### config.mk
export PLATFORM = sky130hd
export DESIGN_NAME = beat_generator_flat
export DESIGN_NICKNAME = d
export VERILOG_FILES = /design/src/rtl/beat_generator_pkg.sv /design/src/rtl/beat_generator_if.sv /design/src/rtl/beat_generator_switch_debouncer.sv /design/src/rtl/beat_generator.sv /design/src/flat_wrapper.sv
export SDC_FILE = /design/constraint.sdc
export NUM_CORES = 1
export LEC_CHECK = 0
export ABC_AREA = 1
export ABC_CLOCK_PERIOD_IN_PS = 3900
export CAP_MARGIN = 20
export CELL_PAD_IN_SITES_DETAIL_PLACEMENT = 1
export CELL_PAD_IN_SITES_GLOBAL_PLACEMENT = 1
export CORE_MARGIN = 4
export CORE_UTILIZATION = 44
export DETAILED_ROUTE_END_ITERATION = 6
export HOLD_SLACK_MARGIN = 0.08
export PLACE_DENSITY_LB_ADDON = 0.1
export SLEW_MARGIN = 20
export SYNTH_ARGS = -nofsm -noshare
export SYNTH_HDL_FRONTEND = slang
export SYNTH_HIERARCHICAL = 1
export SYNTH_SLANG_ARGS = --single-unit
### constraint.sdc
create_clock -name clk_100MHz -period 3.9 [get_ports clk_100MHz]
set_clock_uncertainty 0.2 [all_clocks]
set_input_delay 0.39 -clock clk_100MHz [delete_from_list [all_inputs] [get_ports clk_100MHz]]
set_output_delay 0.39 -clock clk_100MHz [all_outputs]
set_load 0.02 [all_outputs]
### src/rtl/beat_generator_pkg.sv
// metronome_pkg: shared constants and helpers for the beat generator.
//   BPM_BASE / BPM_STEP : tempo mapping bpm = BPM_BASE + BPM_STEP*sel
//   PERIOD_W            : width of beat period / counters
//   PEND_W              : width of the pendulum position output
//   tempo_period()      : beat period in clocks, evaluated at elaboration only
//   tempo_bpm()         : BPM value for a tempo select code
package metronome_pkg;

    localparam int BPM_BASE  = 40;
    localparam int BPM_STEP  = 10;
    localparam int SEL_W     = 4;
    localparam int NUM_TEMPI = 1 << SEL_W;
    localparam int PERIOD_W  = 28;
    localparam int PEND_W    = 10;
    localparam int PEND_SPAN = 1 << PEND_W;        // acc increment per cycle
    localparam logic [PEND_W-1:0] PEND_MAX = PEND_W'(PEND_SPAN - 1);

    // Only ever called with constant arguments, so the division folds away.
    function automatic logic [PERIOD_W-1:0] tempo_period(input logic [SEL_W-1:0] sel,
                                                         input longint clk_hz);
        longint bpm;
        bpm = longint'(BPM_BASE) + longint'(BPM_STEP) * longint'(sel);
        return PERIOD_W'((clk_hz * 64'sd60) / bpm);
    endfunction

    function automatic logic [7:0] tempo_bpm(input logic [SEL_W-1:0] sel);
        return 8'(BPM_BASE + BPM_STEP * int'(sel));
    endfunction

endpackage

### src/rtl/beat_generator_if.sv
// beat_generator_if: tempo switch input and beat-timing outputs.
//   tempo_switches : raw asynchronous tempo select (driven by board / bench)
//   beat_tick      : one-cycle pulse at the start of each beat
//   beat_idx       : beat position within the bar
//   downbeat       : high while beat_idx == 0
//   bpm            : committed tempo
//   tempo_changed  : one-cycle pulse when a new tempo takes effect
//   pend_pos       : pendulum position 0..1023
// master = beat generator, slave = consumer (renderer) that also owns the switches.
interface beat_generator_if;
    logic [3:0] tempo_switches;
    logic       beat_tick;
    logic [1:0] beat_idx;
    logic       downbeat;
    logic [7:0] bpm;
    logic       tempo_changed;
    logic [9:0] pend_pos;

    modport master (
        input  tempo_switches,
        output beat_tick, beat_idx, downbeat, bpm, tempo_changed, pend_pos
    );

    modport slave (
        output tempo_switches,
        input  beat_tick, beat_idx, downbeat, bpm, tempo_changed, pend_pos
    );
endinterface

### src/rtl/beat_generator_switch_debouncer.sv
// switch_debouncer: 2-flop synchronizer followed by a stability counter.
//   clk, rst  : clock, synchronous active-high reset
//   i_raw     : asynchronous input bus
//   o_value   : committed value (shows the incoming value during the commit cycle)
//   o_commit  : high for the cycle in which a new value is committed
module switch_debouncer #(
    parameter int WIDTH           = 4,
    parameter int DEBOUNCE_CYCLES = 1_000_000
) (
    input  logic             clk,
    input  logic             rst,
    input  logic [WIDTH-1:0] i_raw,
    output logic [WIDTH-1:0] o_value,
    output logic             o_commit
);
    localparam int CNT_W = (DEBOUNCE_CYCLES > 1) ? $clog2(DEBOUNCE_CYCLES) : 1;
    localparam logic [CNT_W-1:0] CNT_MAX = CNT_W'(DEBOUNCE_CYCLES - 1);

    logic [WIDTH-1:0] r_sync1, r_sync2, r_cand, r_committed;
    logic [CNT_W-1:0] r_cnt;

    // Commit is combinational from registers so the top can register its
    // response on the same edge the committed value updates.
    assign o_commit = (r_cnt == CNT_MAX) && (r_cand != r_committed);
    assign o_value  = o_commit ? r_cand : r_committed;

    always_ff @(posedge clk) begin
        if (rst) begin
            r_sync1     <= '0;
            r_sync2     <= '0;
            r_cand      <= '0;
            r_committed <= '0;
            r_cnt       <= '0;
        end else begin
            r_sync1 <= i_raw;
            r_sync2 <= r_sync1;
            if (r_sync2 != r_cand) begin
                r_cand <= r_sync2;
                r_cnt  <= '0;
            end else if (r_cnt != CNT_MAX) begin
                r_cnt <= r_cnt + 1'b1;   // saturates; stays armed while stable
            end
            if (o_commit)
                r_committed <= r_cand;
        end
    end
endmodule

### src/rtl/beat_generator.sv
// beat_generator: tempo select -> BPM, beat pulse, bar position, pendulum.
//   clk_100MHz : system clock
//   reset      : synchronous active-high reset
//   bus        : beat_generator_if.master (switch input, all timing outputs)
// Optional feature macro: PENDULUM_EN (pendulum accumulator; otherwise pend_pos = 0).
// A tempo commit restarts the beat: counter to 0, tick, beat_idx 0.
module beat_generator
    import metronome_pkg::*;
#(
    parameter int CLK_HZ          = 100_000_000,
    parameter int BEATS_PER_BAR   = 4,
    parameter int DEBOUNCE_CYCLES = 1_000_000
) (
    input  logic               clk_100MHz,
    input  logic               reset,
    beat_generator_if.master   bus
);
    localparam logic [1:0] LAST_IDX = 2'(BEATS_PER_BAR - 1);

    // Constant period table, one entry per select code.
    logic [PERIOD_W-1:0] w_period_tab [NUM_TEMPI];
    for (genvar g = 0; g < NUM_TEMPI; g++) begin : g_tab
        assign w_period_tab[g] = tempo_period(SEL_W'(g), longint'(CLK_HZ));
    end

    logic [SEL_W-1:0]    w_new_sel;
    logic                w_commit;

    switch_debouncer #(
        .WIDTH           (SEL_W),
        .DEBOUNCE_CYCLES (DEBOUNCE_CYCLES)
    ) u_deb (
        .clk      (clk_100MHz),
        .rst      (reset),
        .i_raw    (bus.tempo_switches),
        .o_value  (w_new_sel),
        .o_commit (w_commit)
    );

    logic [SEL_W-1:0]    r_sel;
    logic [7:0]          r_bpm;
    logic [PERIOD_W-1:0] r_cnt;
    logic                r_tick, r_tc, r_down;
    logic [1:0]          r_idx;

    logic [PERIOD_W-1:0] w_period;
    logic                w_wrap, w_beat;
    logic [1:0]          w_idx_nxt;

    assign w_period  = w_period_tab[r_sel];
    assign w_wrap    = (r_cnt == w_period - PERIOD_W'(1));
    assign w_beat    = w_wrap || w_commit;   // commit + wrap together -> one tick
    assign w_idx_nxt = (w_commit || r_idx == LAST_IDX) ? 2'd0 : r_idx + 2'd1;

    always_ff @(posedge clk_100MHz) begin
        if (reset) begin
            r_sel  <= '0;
            r_bpm  <= tempo_bpm('0);
            r_cnt  <= '0;
            r_tick <= 1'b0;
            r_tc   <= 1'b0;
            r_idx  <= LAST_IDX;
            r_down <= 1'b0;
        end else begin
            r_tick <= w_beat;
            r_tc   <= w_commit;
            if (w_commit) begin
                r_sel <= w_new_sel;
                r_bpm <= tempo_bpm(w_new_sel);
            end
            if (w_beat) begin
                r_cnt  <= '0;
                r_idx  <= w_idx_nxt;
                r_down <= (w_idx_nxt == 2'd0);
            end else begin
                r_cnt <= r_cnt + PERIOD_W'(1);
            end
        end
    end

`ifdef PENDULUM_EN
    // Bresenham stepper: PEND_SPAN steps spread evenly over one period,
    // so pos reaches PEND_MAX on the last cycle of the beat.
    logic [PERIOD_W-1:0] r_acc, w_acc_sum, w_acc_nxt;
    logic [PEND_W-1:0]   r_pos, w_pos_nxt, r_pend;
    logic                r_dir, w_dir_nxt;

    assign w_acc_sum = r_acc + PERIOD_W'(PEND_SPAN);

    always_comb begin
        w_acc_nxt = w_acc_sum;
        w_pos_nxt = r_pos;
        w_dir_nxt = r_dir;
        if (w_beat) begin
            w_acc_nxt = '0;
            w_pos_nxt = '0;
            w_dir_nxt = ~r_dir;
        end else if (w_acc_sum >= w_period) begin
            w_acc_nxt = w_acc_sum - w_period;
            if (r_pos != PEND_MAX)
                w_pos_nxt = r_pos + 1'b1;
        end
    end

    // Output is built from next-state so it stays aligned with beat_tick.
    always_ff @(posedge clk_100MHz) begin
        if (reset) begin
            r_acc  <= '0;
            r_pos  <= '0;
            r_dir  <= 1'b0;
            r_pend <= '0;
        end else begin
            r_acc  <= w_acc_nxt;
            r_pos  <= w_pos_nxt;
            r_dir  <= w_dir_nxt;
            r_pend <= w_dir_nxt ? (PEND_MAX - w_pos_nxt) : w_pos_nxt;
        end
    end

    assign bus.pend_pos = r_pend;
`else
    assign bus.pend_pos = '0;
`endif

    assign bus.beat_tick     = r_tick;
    assign bus.beat_idx      = r_idx;
    assign bus.downbeat      = r_down;
    assign bus.bpm           = r_bpm;
    assign bus.tempo_changed = r_tc;
endmodule
### src/flat_wrapper.sv
// flat-port wrapper written by rule: the top's interface ports become plain ports
module beat_generator_flat import metronome_pkg::*;
#(
    parameter int CLK_HZ          = 100_000_000,
    parameter int BEATS_PER_BAR   = 4,
    parameter int DEBOUNCE_CYCLES = 1_000_000
)
  (clk_100MHz, reset, bus_tempo_switches, bus_beat_tick, bus_beat_idx, bus_downbeat, bus_bpm, bus_tempo_changed, bus_pend_pos);
  beat_generator_if bus_i ();
  input  logic clk_100MHz;
  input  logic reset;
  input wire logic [$bits(bus_i.tempo_switches)-1:0] bus_tempo_switches;
  output wire logic [$bits(bus_i.beat_tick)-1:0] bus_beat_tick;
  output wire logic [$bits(bus_i.beat_idx)-1:0] bus_beat_idx;
  output wire logic [$bits(bus_i.downbeat)-1:0] bus_downbeat;
  output wire logic [$bits(bus_i.bpm)-1:0] bus_bpm;
  output wire logic [$bits(bus_i.tempo_changed)-1:0] bus_tempo_changed;
  output wire logic [$bits(bus_i.pend_pos)-1:0] bus_pend_pos;
  assign bus_i.tempo_switches = bus_tempo_switches;
  assign bus_beat_tick = bus_i.beat_tick;
  assign bus_beat_idx = bus_i.beat_idx;
  assign bus_downbeat = bus_i.downbeat;
  assign bus_bpm = bus_i.bpm;
  assign bus_tempo_changed = bus_i.tempo_changed;
  assign bus_pend_pos = bus_i.pend_pos;
  beat_generator #(.CLK_HZ(CLK_HZ), .BEATS_PER_BAR(BEATS_PER_BAR), .DEBOUNCE_CYCLES(DEBOUNCE_CYCLES)) u_core (.clk_100MHz(clk_100MHz), .reset(reset), .bus(bus_i));
endmodule
==> qor.yml, run 1 <==
synth_top_family_by_area: "simple AND/OR/NAND/NOR gates"
rr_worst_depth: 20
clock_path_buffers: 2
dr.pass1.iters: 4
clkSinkCount: 78
ys_seq_elements: 78
maxCapViolations: 0
cts_made_buffers: 9
ys_seq_area_share_pct: 27.94
tightestPinTransition_ps: 524.5
post-cts-setup-buffer-count: 0
htree_num_levels: 3
reg2reg_from: "u_core/r_sel[0]$_SDFFE_PP0P_"
die-width_um: 120.7
vias: 4962
peakVddDrop_mv: 0.2172
cts_hold_buffers: 0
pin_count: 29
drtIter0Drc: 302
min_period_ps: 3498
io_buffers: 17
max_slew_margin_pct: 65.00
status: "complete, no violations"
wire_per_inst_um: 14.58
crit_type: "flop to flop"
wl_um: 14650
grt_antenna_before_repair: 0
synth_compound_area_share_pct: 5.149
synthCells: 814
path_clk_slew_ps: 70
synth.top_cell.area_share_pct: 27.94
reg2reg_slack_ps: 400
cp-end-kind: "flop"
cts_resized: 0
antenna_cells: 0
synth_cell_types: 46
die-area_um2: 14570
synth.avg_cell_area_um2: 6.866
setup_violations: 0
timing.rr.end: "u_core/r_cnt[11]$_SDFF_PP0_"
ant_nets: 0
crit_path_max_fanout: 28
track_usage_pct: 21.28
synth_fa_ha_area_share_pct: 4.164
vias_per_cell: 4.937
grt_pass1_wl_um: 25090
synth_edf_count: 0
synth_area_leaders: "dfxtp_1, nand2_1, nor2_1"
design_area_um2: 6120
syn_to_final_growth_pct: 9.492
ctsRootBufferMaster: "clkbuf_16"
period_share_pct: 89.68
critPathArrivalTime_ps: 3520
muxShareOfSynthArea_pct: 0
power_leakage_uw: 0.002576
die_height_um: 120.7
ys_warn_count: 6
grt_pass1_vias: 5128
hold_path.class: "flop to flop"
grt_max_degree: 29
num_rows: 40
hold_violations: 0
clk_latency_ps: 360
core_um2: 12210
gp_congestion: 0.8449
synth_common_cells: "nand2_1, nor2_1, inv_1"
synth_most_common_cell: "nand2_1"
dp_hpwl_um: 11450
endpoint: "u_core/r_cnt[11]$_SDFF_PP0_"
yosysTopAreaCell: "dfxtp_1"
cts_tree: "built"
nets: 856
drive_gt1_share_pct: 13.86
finalMaxSlewViolations: 0
start_util_pct: 45.77
required_ps: 3930
netlist_area_um2: 5589
synth-xor-area-share_pct: 9.089
tns_ps: 0
synth_top_flop_cell: "dfxtp_1"
async_flop_share_pct: 0
fmax_mhz: 285.9
dpl_cell_area_um2: 5822
gr-total-overflow: 0
synth-simple-area-share_pct: 41.55
power_density_nw_per_um2: 284.0
remaining_drc_errors: 0
rsz0062_at_grt: "false"
startpoint_type: "flop"
critical_path.startpoint: "u_core/r_sel[0]$_SDFFE_PP0P_"
flip-flops by register name, indices dropped and copies added, names as in the netlist, 2 cells and up:
name and count:
u_core/r_sel 4, u_core/bus.bpm 5, u_core/u_deb/r_cand 4, u_core/u_deb/r_cnt 20, u_core/bus.beat_idx 2, u_core/r_cnt 28, u_core/u_deb/r_sync1 4, u_core/u_deb/r_committed 4
u_core/u_deb/r_sync2 4
power by group:
| part | total [uW] | internal (uW) | switching (uW) | leakage (uW) |
|---|---|---|---|---|
| logic | 66.6 | 20.2 | 46.4 | 0.00180 |
| clock network | 856 | 456 | 400 | 0.000149 |
| registers | 815 | 805 | 9.38 | 0.000632 |
| total | 1740 | 1280 | 456 | 0.00258 |
layout by cell type (no fill, tap or decap), types with 16 or more instances in the layout:
| cell | instances |
|---|---|
| a21oi_1 | 23 |
| clkdlybuf4s50_1 | 17 |
| dfxtp_1 | 77 |
| ha_1 | 17 |
| inv_1 | 96 |
| nand2_1 | 177 |
| nand2_2 | 17 |
| nand3_1 | 73 |
| nor2_1 | 112 |
| nor2_4 | 16 |
| o21ai_0 | 17 |
| xor2_1 | 43 |
kinds of logic (layout without fill, tap and decap cells):
kind of cell    Yosys count  in the layout
compound gates           52             52
simple gates            465            465
flops                    78             78
buf+inv                 142            155
other cells               1             11
fa+ha+maj                18             18
xor+xnor                 58             58
area by class of cell:
cell class                      instances  area [um2]
Fill cell                            1690        6092
Multi-Input combinational cell        604        3392
Sequential cell                        78        1563
Inverter                              115       435.4
Clock buffer                            9       225.2
Timing Repair Buffer                   24       222.7
Tap cell                              168       210.2
Clock inverter                          7       71.32
metal layers:
layer / vias to the layer above / global-route usage [%] / routed length (um) / share of wire (%)
li1: 2541 / - / - / -
met1: 2347 / 28.25 / 7087 / 48
met2: 58 / 35.73 / 7008 / 48
met3: 16 / 3.742 / 361 / 2.5
met4: 0 / 5.524 / 191 / 1.3
met5: - / 0 / 0 / 0
critical path: stages, from the launching register on:
cell and delay (ps):
dfxtp_1 330, inv_1 110, ha_1 400, inv_2 80, nand2_4 100, nand3_1 90
nand2_2 110, inv_1 60, ha_1 300, xor2_1 160, nand3_1 90, nor2_1 120
nand3_1 80, nor2_1 110, nand3_1 70, nor2_1 240, nand4_4 180, nand2_4 130
inv_4 50, nand2_8 250, nor2_1 80
how the worst min path moves through the flow:
stage                                             startpoint                                 end  slack, ps  cells after the start
after global placement    u_core/u_deb/r_sync1[1]$_SDFF_PP0_  u_core/u_deb/r_sync2[1]$_SDFF_PP0_        190                      2
after detailed placement  u_core/u_deb/r_sync1[3]$_SDFF_PP0_  u_core/u_deb/r_sync2[3]$_SDFF_PP0_        200                      2
after CTS                 u_core/u_deb/r_sync1[3]$_SDFF_PP0_  u_core/u_deb/r_sync2[3]$_SDFF_PP0_        210                      2
final                     u_core/u_deb/r_sync1[3]$_SDFF_PP0_  u_core/u_deb/r_sync2[3]$_SDFF_PP0_        210                      2
after floorplan           u_core/u_deb/r_sync1[0]$_SDFF_PP0_  u_core/u_deb/r_sync2[0]$_SDFF_PP0_        190                      2
after global routing      u_core/u_deb/r_sync1[3]$_SDFF_PP0_  u_core/u_deb/r_sync2[3]$_SDFF_PP0_        240                      2
stage by stage:
| step | hold WS, ps | util [%] | total power (uW) | instances | setup WS, ps |
|---|---|---|---|---|---|
| finish | 209.8 | 50.11 | 1738 | 1005 | 402.4 |
| global route | 236.5 | 50.11 | 1808 | 1005 | 23.04 |
| CTS | 212.4 | 50.10 | 1772 | 1005 | 288.8 |
| detailed placement | 202.6 | 47.67 | 901.0 | 989 | 313.3 |
| global placement | 192.2 | 47.67 | 896.9 | 989 | 420.6 |
| floorplan | 188.3 | - | 893.6 | 824 | 615.7 |
No activity file was read; power rests on OpenSTA's default activity.
==> run 2, diff against run 1 <==
--- a/config.mk
+++ b/config.mk
@@ -7,7 +7,7 @@
 export LEC_CHECK = 0
 export ABC_AREA = 1
 export ABC_CLOCK_PERIOD_IN_PS = 3900
-export CAP_MARGIN = 20
+export CAP_MARGIN = 30
 export CELL_PAD_IN_SITES_DETAIL_PLACEMENT = 1
 export CELL_PAD_IN_SITES_GLOBAL_PLACEMENT = 1
 export CORE_MARGIN = 4
==> results of run 2 <==
Final layout, timing and power as in run 1 (identical DEF).
